===== src/rtl/hazard_scoreboard.sv =====
// Producer-side hazard scoreboard: per-register countdowns until a result is
// forwardable, plus a busy counter for the non-pipelined multiplier.
module hazard_scoreboard #(
    parameter int unsigned MUL_LAT = 3,
    parameter int unsigned CNT_W   = 3
) (
    input  logic        clk_i,
    input  logic        rst_i,
    input  logic [4:0]  id_rs_i,
    input  logic [4:0]  id_rt_i,
    input  logic        id_use_rs_i,
    input  logic        id_use_rt_i,
    input  logic [4:0]  id_rd_i,
    input  logic        id_regwrite_i,
    input  logic        id_memread_i,
    input  logic        id_mul_i,
    input  logic        flush_i,
    output logic        stall_o,
    output logic        mul_busy_o,
    output logic [15:0] stall_cnt_o
);

    localparam logic [CNT_W-1:0] MUL_LOAD = CNT_W'(MUL_LAT - 1);
    localparam logic [CNT_W-1:0] ONE      = CNT_W'(1);

    // Entry 0 is never loaded, so $0 always reads as not pending.
    logic [CNT_W-1:0] cnt [32];
    logic [CNT_W-1:0] mul_cnt;
    logic [15:0]      stall_cnt;

    logic             raw_rs;
    logic             raw_rt;
    logic             mul_hazard;
    logic             issue;
    logic [CNT_W-1:0] load_val;

    always_comb begin
        raw_rs     = id_use_rs_i && (id_rs_i != 5'd0) && (cnt[id_rs_i] != '0);
        raw_rt     = id_use_rt_i && (id_rt_i != 5'd0) && (cnt[id_rt_i] != '0);
        mul_hazard = id_mul_i && (mul_cnt != '0);
        stall_o    = !flush_i && (raw_rs || raw_rt || mul_hazard);
        issue      = !stall_o && !flush_i;
        load_val   = '0;
        if (id_mul_i) begin
            load_val = MUL_LOAD;
        end else if (id_memread_i) begin
            load_val = ONE;
        end
    end

    // Later assignments in this block override the per-register decrement.
    always_ff @(posedge clk_i or posedge rst_i) begin
        if (rst_i) begin
            for (int unsigned r = 0; r < 32; r++) begin
                cnt[5'(r)] <= '0;
            end
            mul_cnt   <= '0;
            stall_cnt <= '0;
        end else begin
            for (int unsigned r = 1; r < 32; r++) begin
                if (cnt[5'(r)] != '0) begin
                    cnt[5'(r)] <= cnt[5'(r)] - ONE;
                end
            end
            if (issue && id_regwrite_i && (id_rd_i != 5'd0)) begin
                cnt[id_rd_i] <= load_val;
            end
            if (mul_cnt != '0) begin
                mul_cnt <= mul_cnt - ONE;
            end
            if (issue && id_mul_i) begin
                mul_cnt <= MUL_LOAD;
            end
            if (stall_o && (stall_cnt != '1)) begin
                stall_cnt <= stall_cnt + 16'd1;
            end
        end
    end

    assign mul_busy_o  = (mul_cnt != '0);
    assign stall_cnt_o = stall_cnt;

endmodule


===== config.mk =====
export PLATFORM = sky130hd
export DESIGN_NAME = hazard_scoreboard
export DESIGN_NICKNAME = d
export VERILOG_FILES = /design/src/rtl/hazard_scoreboard.sv
export SDC_FILE = /design/constraint.sdc
export NUM_CORES = 1
export LEC_CHECK = 0
export ABC_AREA = 1
export BUFFER_PORTS_ARGS = -buffer_cell sky130_fd_sc_hd__buf_2
export CAP_MARGIN = 20
export CORE_MARGIN = 2
export CORE_UTILIZATION = 50
export DETAILED_ROUTE_END_ITERATION = 10
export PLACE_DENSITY = 0.67
export SYNTH_ARGS = -nofsm -noshare
export SYNTH_HDL_FRONTEND = slang
export SYNTH_SLANG_ARGS = --single-unit

===== constraint.sdc =====
create_clock -name clk_i -period 4.12 [get_ports clk_i]
set_clock_uncertainty 0.2 [all_clocks]
set_input_delay 0.206 -clock clk_i [delete_from_list [all_inputs] [get_ports clk_i]]
set_output_delay 0.206 -clock clk_i [all_outputs]
set_load 0.05 [all_outputs]

# Word level (Yosys, flattened, before mapping)
# Index checks and enable logic that the tools add are counted.
dict set report word_totals {
  inputBits 23
  out_inout_bits 18
  ff_bits 115
  word_cells 174
}
dict set report op_classes {
  n_bitwise 3
  n_reduce_logical 54
  n_addsub 33
  muxes 45
  n_lt_le_gt_ge 4
  eq_ne 1
}
# cell n
set ops {}
lappend ops {{$mux 3} 38}
lappend ops {{$reduce_bool 3->1} 34}
lappend ops {{$bwmux 96} 1}
lappend ops {{$sub 3x1->3 const B} 32}
lappend ops {{$mux 93} 1}
lappend ops {{$bmux 3 s5} 2}
lappend ops {{$ge 6x6->1 const B} 3}
lappend ops {{$not 5->6} 3}
lappend ops {{$add 16x1->16 const B} 1}
lappend ops {{$ne 16x16->1 const B} 1}
lappend ops {{$demux 3 s5} 1}
lappend ops {{$reduce_bool 5->1} 3}
lappend ops {{$logic_and 1x1->1} 12}
lappend ops {{$lt 6x1->1 const B} 1}
lappend ops {{$logic_not 1->1} 2}
lappend ops {{$logic_or 1x1->1} 2}
lappend ops {{$mux 2} 1}
lappend ops {{$reduce_bool 2->1} 1}
lappend ops {{$mux 1} 1}

# Longest topological paths before layout
# Gate-level depths: netlist of the first run.
dict set report depth {
  depth_word 14
  depth_mapped 20
  depth_no_buf 18
}

# Worst setup path after synthesis of the first run
# Ideal clock, no wire load.
dict set report synth_path {
  kind {register to register}
  from {register stall_cnt[0], in the netlist stall_cnt_o[0]}
  to {register stall_cnt[2], in the netlist stall_cnt_o[2]}
  path_buffers 1
  setup_time_ns 0.067
  synth_period_minus_slack_ns 2.357
  required_time_ns 3.853
  path_stages_with_launch 11
  arrival_time_ns 2.090
  path_slack_ns 1.763
  cell_sequence {dfrtp_1 -> ha_1 -> nand3_1 -> inv_1 -> nand3_1 -> nor3_1 -> nand2_1 -> nand2_1 -> buf_2 -> nand2_1 -> nand2_1}
}
dict set report synth_between {
  elab_chain_len 2
  elab_cells_between_ends 3
  cone_classes {add/sub: 1; eq/ne: 1; reduce/logical: 1}
}
# item line
set synth_lines {}
lappend synth_lines {{start, declared} 29} ;# logic [15:0] stall_cnt;
lappend synth_lines {{start signal, assigned} 75} ;# stall_cnt <= stall_cnt + 16'd1;
lappend synth_lines {{parallel branches: the longest is 2 deep, another holds $add 16x1->16} -}
# Parallel ways; which one is timed is not known.
# A chain may end at the register's enable or synchronous reset.

# Final worst setup path of the first run
dict set report layout_path {
  from {register cnt[66] (netlist bit)}
  to {output stall_o}
}
dict set report layout_between {
  elab_chain_len 8
  elab_cells_between_ends 13
  cone_classes {mux: 6; reduce/logical: 7}
}
# item line
set layout_lines {}
lappend layout_lines {{start, declared} 27} ;# logic [CNT_W-1:0] cnt [32];
lappend layout_lines {{start signal, assigned by index} 62} ;# cnt[5'(r)] <= cnt[5'(r)] - ONE;
lappend layout_lines {{start signal, assigned by index} 66} ;# cnt[id_rd_i] <= load_val;
lappend layout_lines {{$bmux 3 s5 (on tied branches)} {38, 39}}
lappend layout_lines {{$mux 3 (on tied branches) (2 in a row)} {38, 39}}
lappend layout_lines {{$reduce_bool 3->1 (on tied branches)} {38, 39}}
lappend layout_lines {{$logic_and 1x1->1 (on tied branches)} {38, 39}}
lappend layout_lines {{$logic_or 1x1->1 * (2 in a row)} 41} ;# stall_o = !flush_i && (raw_rs || raw_rt || mul_hazard);
lappend layout_lines {{$logic_and 1x1->1 *} 41}
lappend layout_lines {{end, declared} 18} ;# output logic stall_o,
# Mark *: on every way between the ends. The rest lies on a longest branch, timed or not. The select of a mux whose other input is x is not followed.

==> out/results.ini, run 1 <==
[run_status]
status=completed

[global_routing]
grt_usage_pct=26.5
antenna_found_initial=0
grt_remaining_overflow=0
grt_max_degree=84
grt_pass1_wl_um=41900
first_global_vias=8302

[place]
dp_hpwl_um=16900
io_buffers=40
dpl.cell_count=1634
place.gp.congestion=0.987

[sta]
drv_slew=0
rsz0062_at_grt=false
tightest_slew_ps=983
slew_headroom_pct=34.4
hold_viol=0
fin_crit_sh_pct=70.4
tns_ps=0
period_minus_slack_ps=2900
setup_violations=0
fmax_ghz=0.345

[logic_synthesis]
ys_top_cells_by_count=nand2_1 (458), inv_1 (220), nor2_1 (116)
syn_nets=1525
syn_area_um2=9450
synth_top_area_share_pct=30.2
ys_top_cells_by_area=dfrtp_1 (30%), nand2_1 (18%), ha_1 (13%)
synth_most_common_cell=nand2_1
ys.flop_type=dfrtp_1
avgSynthCellArea_um2=6.72
synth_edf_count=0
syn_inst=1407
synth_seq_cells=114
asyncSetResetFlopFracSynth_pct=100
seq_area_frac_synth_pct=30.2
synth.distinct_cells=23
yosys.area.top_type=dfrtp_1
yosys_warnings=0

[critical_path]
cp-end-kind=output pin
arrival_ps=2490
crit_required_ps=3710
cp-start-kind=register
worstPathMaxFanout=18
crit_type=register to output pin

[detailed_routing]
ant_nets=0
wl_per_cell_um=15.3
wirelength_um=25600
drcViolationCount=0
drtPass1Iterations=7
drt_iter0_drc=823
via_count=8775
viasPerCell=5.26

[power]
p_leak_nw=5.47
ir_worst_vdd_uv=293
powerDensity_nw_per_um2=662

[cts]
root_buffer=clkbuf_16
clock_sinks=114
clockBufferDepth=2
cts_tree=built
cts_made_buffers=17
htreeDepth=4
clk_transition_reported_paths_ps=60
insertion_delay_ps=430

[die]
rows=50
die_y_um=141
io-pin-count=41
die_w_um=141
die_area_um2=20000
start_util_pct=50.7
core_um2=18600

[finish]
nets=1539
final_core_util_pct=55.7
drive_above_1_share_pct=6.63
stdcell_count=1667
synthToLayoutAreaGrowth_pct=9.77
n_fill_cell=1829
diodes=0

[hold_path]
hold_class=input pin to register

[run]
maxCapViolations=0

[area by class of cell]
cell class                 count  area [um^2]  share of cell area (%)
clock inverter                 9          154                    1.48
multi-input combinational   1012         5450                    52.5
clock buffer                  22          474                    4.57
tap                          234          293                    2.82
inverter                     223          840                    8.09
sequential                   114         2850                    27.5
timing repair buffer          53          315                    3.04
[worst paths after layout]
kind / from / endpoint / slack, ps / depth (start not counted)
min reg2reg: cnt[93] / cnt[93] / 170 / 0
min in group asynchronous: rst_i / cnt[66] / 290 / 3
min: id_rd_i[2] / cnt[81] / 130 / 5
max in group asynchronous: rst_i / cnt[90] / 2640 / 4
max: cnt[66] / stall_o / 1220 / 13
max reg2reg: cnt[66] / stall_cnt_o[13] / 1390 / 15
[state kept, by name (all words and copies together) (netlist names)]
register,flops
mul_cnt,3
cnt,95
stall_cnt_o,16
[worst max-delay path, stage by stage (launching register included)]
cell,delay (ps)
dfrtp_1,400
nor2_1,240
nand3_1,160
nand3_1,100
nand2_1,90
nand2_1,70
nand3_1,80
nand2_1,70
nand2_1,50
nand3_1,80
nand3_1,150
nand2_1,160
inv_2,160
buf_2,250
[what timing repair did]
action | 4_1_cts | 5_1_grt
gates resized for setup | 0 | 0
buffers inserted | 0 | 0
hold endpoints to repair | 66 | 0
hold buffers | 2 | 0
[kinds of logic (layout without fill, tap and decap cells)]
logic type	after synthesis	count (layout)	share of synthesized area (%)
AOI/OAI and AO/OA	98	98	5.24
xor gates and xnor gates	47	47	4.36
adders and majority gates	95	95	12.6
buffers and inverters	281	307	12.4
DFF	114	114	30.2
muxes	8	8	0.953
and+or+nand+nor	764	764	34.3
[placed cells by master, fill, tap and decap left out, types with 3 or more instances in the layout]
| master | synthesis | layout |
|---|---|---|
| buf_2 | 10 | 40 |
| buf_4 | 10 | 10 |
| inv_1 | 220 | 219 |
| nor2_1 | 116 | 115 |
| nand4_1 | 99 | 99 |
| dfrtp_1 | 114 | 114 |
| nor3_1 | 5 | 5 |
| nand3_1 | 79 | 78 |
| ha_1 | 95 | 95 |
| nor4_1 | 3 | 3 |
| nand2_1 | 458 | 458 |
| bufinv_16 | 0 | 4 |
| o21ai_0 | 90 | 90 |
| clkbuf_16 | 0 | 17 |
| clkbuf_8 | 0 | 3 |
| xor2_1 | 13 | 13 |
| mux2_2 | 8 | 8 |
| xnor2_1 | 34 | 34 |
| a21oi_1 | 6 | 6 |
[per-stage QoR]
stage	area [um^2]	hold slack, ps	setup slack [ps]	power, mW
finish	10400	131	1220	6.87
global route	10400	184	1040	7.57
CTS	10400	124	1250	6.89
detailed placement	9730	168	1080	5.23
global placement	9730	165	1110	5.12
floorplan	9450	229	698	4.55
[power breakdown]
part           switching (mW)  internal, mW  leakage (nW)
combinational            2.07          1.37          3.72
clock                   0.546          1.05         0.302
sequential              0.314          1.51          1.45
total                    2.93          3.94          5.47
[routing by layer]
metal  global-route usage (%)  vias up  share of wire [%]
li1                         -     4429                  -
met1                     36.3     4067                 47
met2                     42.3      237                 46
met3                     4.32       42                5.4
met4                     10.1        0                2.4
met5                        0        -                  0
Note: power is estimated with default switching activity, not from simulation.
==> run 2: changes to the inputs <==
==> constraint.sdc (replaced) <==
create_clock -name clk_i -period 2.7 [get_ports clk_i]
set_clock_uncertainty 0.2 [all_clocks]
set_input_delay 0.135 -clock clk_i [delete_from_list [all_inputs] [get_ports clk_i]]
set_output_delay 0.135 -clock clk_i [all_outputs]
set_load 0.05 [all_outputs]
==> run 2 against run 1 <==
Register-to-register slack worse by 1200 ps. Via count is 1.8% higher. Clock-buffer cell count is 2 lower. Power increased by 54%. Sequential share of layout area shrank 0.81 points. Non-clock buffer count increased by 21. Sequential cell count unchanged. First-iteration DRC count down 19%. Design area up 3.1%. Final cell count grew 1.4%. Clock power is 48% higher. Die area did not move.
==> out/results.ini, run 2 (synthesis results as in run 1) <==
[sta]
setup_violations=0  ; unchanged
fin_crit_sh_pct=95.6
period_minus_slack_ps=2580
hold_viol=0  ; unchanged
fin_ws_ps=120  ; was 1220 ps
tightest_slew_ps=605  ; was 983 ps
drv_slew=0  ; unchanged
fmax_ghz=0.388
slew_headroom_pct=59.6  ; was 34.4%

[finish]
largest_reg_flops=95  ; unchanged
synthToLayoutAreaGrowth_pct=13.1  ; was 9.77%
stdcell_count=1690  ; was 1667
top_register=cnt  ; unchanged
nets=1560  ; was 1539
layout_common_cells=nand2_1 (457), inv_1 (216), dfrtp_1 (113)  ; was nand2_1 (458), inv_1 (219), nor2_1 (115)
drive_above_1_share_pct=9.76  ; was 6.63%
mostFrequentLayoutCell=nand2_1  ; unchanged

[global_routing]
grt_pass1_wl_um=42200  ; was 41900 um
grt_remaining_overflow=0  ; unchanged
first_global_vias=8383  ; was 8302
grt_usage_pct=26.6  ; was 26.5%
antenna_found_initial=1  ; was 0
grt_max_degree=84  ; unchanged

[detailed_routing]
drt_iter0_drc=663  ; was 823
via_count=8930  ; was 8775
drcViolationCount=0  ; unchanged
drtPass1Iterations=6  ; was 7
viasPerCell=5.28  ; was 5.26
wl_per_cell_um=15.3  ; about the same
ant_nets=0  ; unchanged
wirelength_um=25900  ; was 25600 um

[cts]
cts_made_buffers=17  ; unchanged
clockBufferDepth=2  ; unchanged
clk_transition_reported_paths_ps=60  ; about the same
insertion_delay_ps=430  ; about the same
cts_tree=built  ; unchanged
root_buffer=clkbuf_16  ; unchanged
htreeDepth=4  ; unchanged
clock_sinks=114  ; unchanged

[power]
powerDensity_nw_per_um2=991  ; was 662 nW/um^2
p_leak_nw=5.60  ; was 5.47 nW
p_switching_mw=4.59  ; was 2.93 mW
clockPowerShare_pct=22.4  ; was 23.3%
ir_worst_vdd_uv=578  ; was 293 uV
p_total_mw=10.6  ; was 6.87 mW
sw_frac_of_total_pct=43.4  ; was 42.7%
p_int_mw=6.00  ; was 3.94 mW
combPwrFrac_pct=50.6  ; was 50.1%
seq_power_share_pct=27.0  ; was 26.6%

[place]
io_buffers=40  ; unchanged
detailedPlace.worstSlack_ps=76.9  ; was 1080 ps
dpl.cell_count=1652  ; was 1634
place.gp.congestion=0.968  ; was 0.987
dp_hpwl_um=17800  ; was 16900 um

[run_status]
status=completed  ; unchanged

[run]
maxCapViolations=0  ; unchanged

[hold_path]
hold_class=input pin to register  ; unchanged

[die]
io-pin-count=41  ; unchanged
die_area_um2=20000  ; unchanged
rows=50  ; unchanged
die_w_um=141  ; unchanged
core_um2=18600  ; unchanged
die_y_um=141  ; unchanged
start_util_pct=50.7  ; unchanged

[critical_path]
cp-start-kind=register  ; unchanged
crit_type=register to output pin  ; unchanged
cp-end-kind=output pin  ; unchanged
worstPathMaxFanout=8  ; was 18
arrival_ps=2250  ; was 2490 ps
crit_required_ps=2370  ; was 3710 ps

[run 2: per-stage QoR]
stage	setup TNS [ps]	hold slack, ps	cell area (um^2)	util (%)
CTS	0	48.9	10600	56.8
finish	0	65.7	10700	57.4
floorplan	0	225	9460	-
global route	-0.857	88.1	10700	57.4
detailed placement	0	94.8	9930	53.2
global placement	0	88.1	9930	53.2
[run 2: critical path: stages, from the launching register on]
cell and delay [ps]:
dfrtp_1 390, nor2_1 220, nand3_1 100, nand3_1 90
nand2_1 50, nand2_1 50, nor2_1 40, nor2_1 80
nand2_1 60, nand3_1 130, nand3_2 120, nand2_4 100
inv_4 60, buf_4 160, buf_6 150
[run 2: metal layers]
metal | track usage [%] | vias to the layer above | wire (um)
met5 | 0 | - | 0
met4 | 10.0 | 0 | 676
met3 | 4.32 | 43 | 1380
met2 | 44.3 | 260 | 12100
met1 | 34.9 | 4146 | 11700
li1 | - | 4481 | -
[run 2: final cells by class]
cell class | count | area, um^2
diodes | 1 | 2.50
well taps | 234 | 293
fillers | 1801 | 7950
inverters | 223 | 843
clock buffers | 20 | 457
multi-input cells | 1012 | 5550
clock inverters | 12 | 156
repair buffers | 74 | 542
flip-flops and latches | 114 | 2850
[run 2: worst paths after layout]
check	startpoint	end	slack, ps	cells after the start
min in group asynchronous	rst_i	cnt[55]	190	4
setup / recovery	cnt[85]	stall_o	120	14
hold / removal	id_rd_i[2]	cnt[82]	70	5
setup reg to reg	cnt[85]	cnt[34]	230	15
max in group asynchronous	rst_i	cnt[45]	1600	4
hold reg to reg	cnt[94]	cnt[94]	180	0
[run 2: power by group through the flow]
stage               Combinational (mW)  Sequential [mW]  Clock [mW]
global placement                  5.06             2.83           0
CTS                               5.30             2.83        2.40
detailed placement                5.21             2.83           0
global route                      6.23             2.94        2.49
finish                            5.36             2.86        2.37
floorplan                         4.12             2.82           0
[run 2: repair_timing]
action,4_1_cts,5_1_grt
pin swaps,0,2
cloned,0,0
buffers inserted,0,3
hold endpoints to repair,119,0
hold buffers,2,0
endpoints found under the setup margin,1,17
gates resized for setup,11,26
==> run 3: changes to the inputs <==
==> constraint.sdc (replaced) <==
create_clock -name clk_i -period 2.5 [get_ports clk_i]
set_clock_uncertainty 0.2 [all_clocks]
set_input_delay 0.125 -clock clk_i [delete_from_list [all_inputs] [get_ports clk_i]]
set_output_delay 0.125 -clock clk_i [all_outputs]
set_load 0.05 [all_outputs]
==> run 3 against run 2 <==
Non-clock buffer count up 24. Hold slack about the same. Routed wire length up 2.9%. Register-to-register slack worse by 100 ps. Core utilization up 1.4 points. First-iteration DRC count up 19%. Combinational power up 11%. Critical path depth unchanged. Global-route usage up 1.0 points. Critical path type unchanged. Largest cell class unchanged. Largest power group unchanged.
==> out/results.ini, run 3 (synthesis results as in run 1) <==
[power]
p_leak_nw=5.74  ; was 5.60 nW
p_int_mw=6.67  ; was 6.00 mW
ir_worst_vdd_uv=629  ; was 578 uV
powerDensity_nw_per_um2=1060  ; was 991 nW/um^2
clockPowerShare_pct=22.6  ; was 22.4%
seq_power_share_pct=26.3  ; was 27.0%
combPwrFrac_pct=51.1  ; was 50.6%
sw_frac_of_total_pct=42.7  ; was 43.4%
p_total_mw=11.6  ; was 10.6 mW
p_switching_mw=4.97  ; was 4.59 mW

[cts]
insertion_delay_ps=430  ; about the same
cts_tree=built  ; unchanged
root_buffer=clkbuf_16  ; unchanged
htreeDepth=4  ; unchanged
clk_transition_reported_paths_ps=50  ; was 60 ps
cts_made_buffers=17  ; unchanged
clock_sinks=114  ; unchanged
clockBufferDepth=2  ; unchanged

[sta]
hold_viol=0  ; unchanged
tightest_slew_ps=694  ; was 605 ps
slew_headroom_pct=53.6  ; was 59.6%
fmax_ghz=0.414
fin_hold_ws_ps=65.7  ; about the same
period_minus_slack_ps=2420
fin_crit_sh_pct=96.6
setup_violations=0  ; unchanged
drv_slew=0  ; unchanged
tns_ps=0  ; unchanged

[run]
maxCapViolations=0  ; unchanged

[global_routing]
grt_remaining_overflow=0  ; unchanged
first_global_vias=8688  ; was 8383
grt_pass1_wl_um=43900  ; was 42200 um
grt_usage_pct=27.6  ; was 26.6%
antenna_found_initial=0  ; was 1
grt_max_degree=84  ; unchanged

[detailed_routing]
via_count=9028  ; was 8930
ant_nets=0  ; unchanged
viasPerCell=5.27  ; was 5.28
drtPass1Iterations=5  ; was 6
drt_iter0_drc=786  ; was 663
drcViolationCount=0  ; unchanged
wl_per_cell_um=15.6  ; was 15.3 um
wirelength_um=26600  ; was 25900 um

[critical_path]
arrival_ps=2090  ; was 2250 ps
cp-end-kind=output pin  ; unchanged
worstPathMaxFanout=6  ; was 8
crit_path_max_incr_delay_ps=400  ; was 390 ps
cpMostUsedCell=nand2_1
path_cells=buf_4 -> nor2_1 -> nand3_1 -> nand2_1 -> nand2_1 -> nand2_1 -> nand2_1 -> nand3_1 -> nand3_1 -> nand3_2 -> nand3_4 -> nand2_4 -> inv_8 -> buf_12  ; was nor2_1 -> nand3_1 -> nand3_1 -> nand2_1 -> nand2_1 -> nor2_1 -> nor2_1 -> nand2_1 -> nand3_1 -> nand3_2 -> nand2_4 -> inv_4 -> buf_4 -> buf_6
cpMaxStageDelayCell=dfrtp_1  ; unchanged
cp-start-kind=register  ; unchanged
crit_required_ps=2170  ; was 2370 ps
crit_type=register to output pin  ; unchanged

[die]
die_w_um=141  ; unchanged
start_util_pct=50.7  ; unchanged
core_um2=18600  ; unchanged
die_y_um=141  ; unchanged
rows=50  ; unchanged
io-pin-count=41  ; unchanged
die_area_um2=20000  ; unchanged

[run_status]
status=completed  ; unchanged

[finish]
diodes=0  ; was 1
stdcell_area_um2=10900  ; was 10700 um^2
layout_common_cells=nand2_1 (451), inv_1 (210), dfrtp_1 (111)  ; was nand2_1 (457), inv_1 (216), dfrtp_1 (113)
drive_above_1_share_pct=12.2  ; was 9.76%
final_core_util_pct=58.7  ; was 57.4%
mostFrequentLayoutCell=nand2_1  ; unchanged
top_register=cnt  ; unchanged
nets=1584  ; was 1560
synthToLayoutAreaGrowth_pct=15.8  ; was 13.1%
largest_reg_flops=95  ; unchanged

[place]
place.gp.congestion=0.941  ; was 0.968
dp_hpwl_um=17800  ; about the same
io_buffers=40  ; unchanged
place_area_um2=10000  ; was 9930 um^2

[hold_path]
hold_class=input pin to register  ; unchanged

run 3: critical path, delay by kind of cell, from the launching register on:
family / cells / cell delay [ps]
DFF: 1 / 400
buffers and inverters: 3 / 340
and+or+nand+nor: 11 / 900
run 3: layout make-up:
class,instances,area (um^2)
fill,1826,7700
multi-input combinational,1012,5550
sequential,114,2860
inverter,223,848
timing repair buffer,98,773
clock buffer,18,439
tap,234,293
clock inverter,13,184
run 3: timing repair:
item | CTS | global route
pin swaps | 0 | 18
gates cloned | 0 | 0
setup endpoints to repair | 1 | 91
hold buffers | 4 | 0
setup buffers | 0 | 18
hold endpoints to repair | 36 | 0
gates resized for setup | 10 | 43
run 3: metrics by stage:
step | instances | setup slack [ps]
global placement | 1659 | 128
global route | 1712 | -6.69
floorplan | 1407 | 143
finish | 1712 | 83.9
detailed placement | 1659 | 79.2
CTS | 1694 | 24.8
run 3: path summary, 6_finish.rpt:
kind                            start          to  slack (ps)  cells past startpoint
max                           cnt[41]     stall_o          80                     14
min                        id_rd_i[2]     cnt[82]          70                      5
max reg2reg                   cnt[41]     cnt[13]         130                     15
min reg2reg                   cnt[94]     cnt[94]         180                      0
max in group asynchronous       rst_i     cnt[12]        1290                      4
min in group asynchronous       rst_i  mul_cnt[2]         150                      3
run 3: metal layers:
layer	vias to the layer above	track usage, %	part of all wire (%)
li1	4537	-	-
met1	4197	37.3	46
met2	250	44.9	46
met3	44	5.26	5.8
met4	0	8.74	2.2
met5	-	0	0
run 3: power groups by stage:
stage / registers (mW) / logic, mW / clock network (mW)
finish: 3.06 / 5.94 / 2.63
CTS: 3.02 / 5.74 / 2.66
global route: 3.14 / 6.95 / 2.75
floorplan: 3.04 / 4.45 / 0
global placement: 3.03 / 5.44 / 0
detailed placement: 3.03 / 5.65 / 0
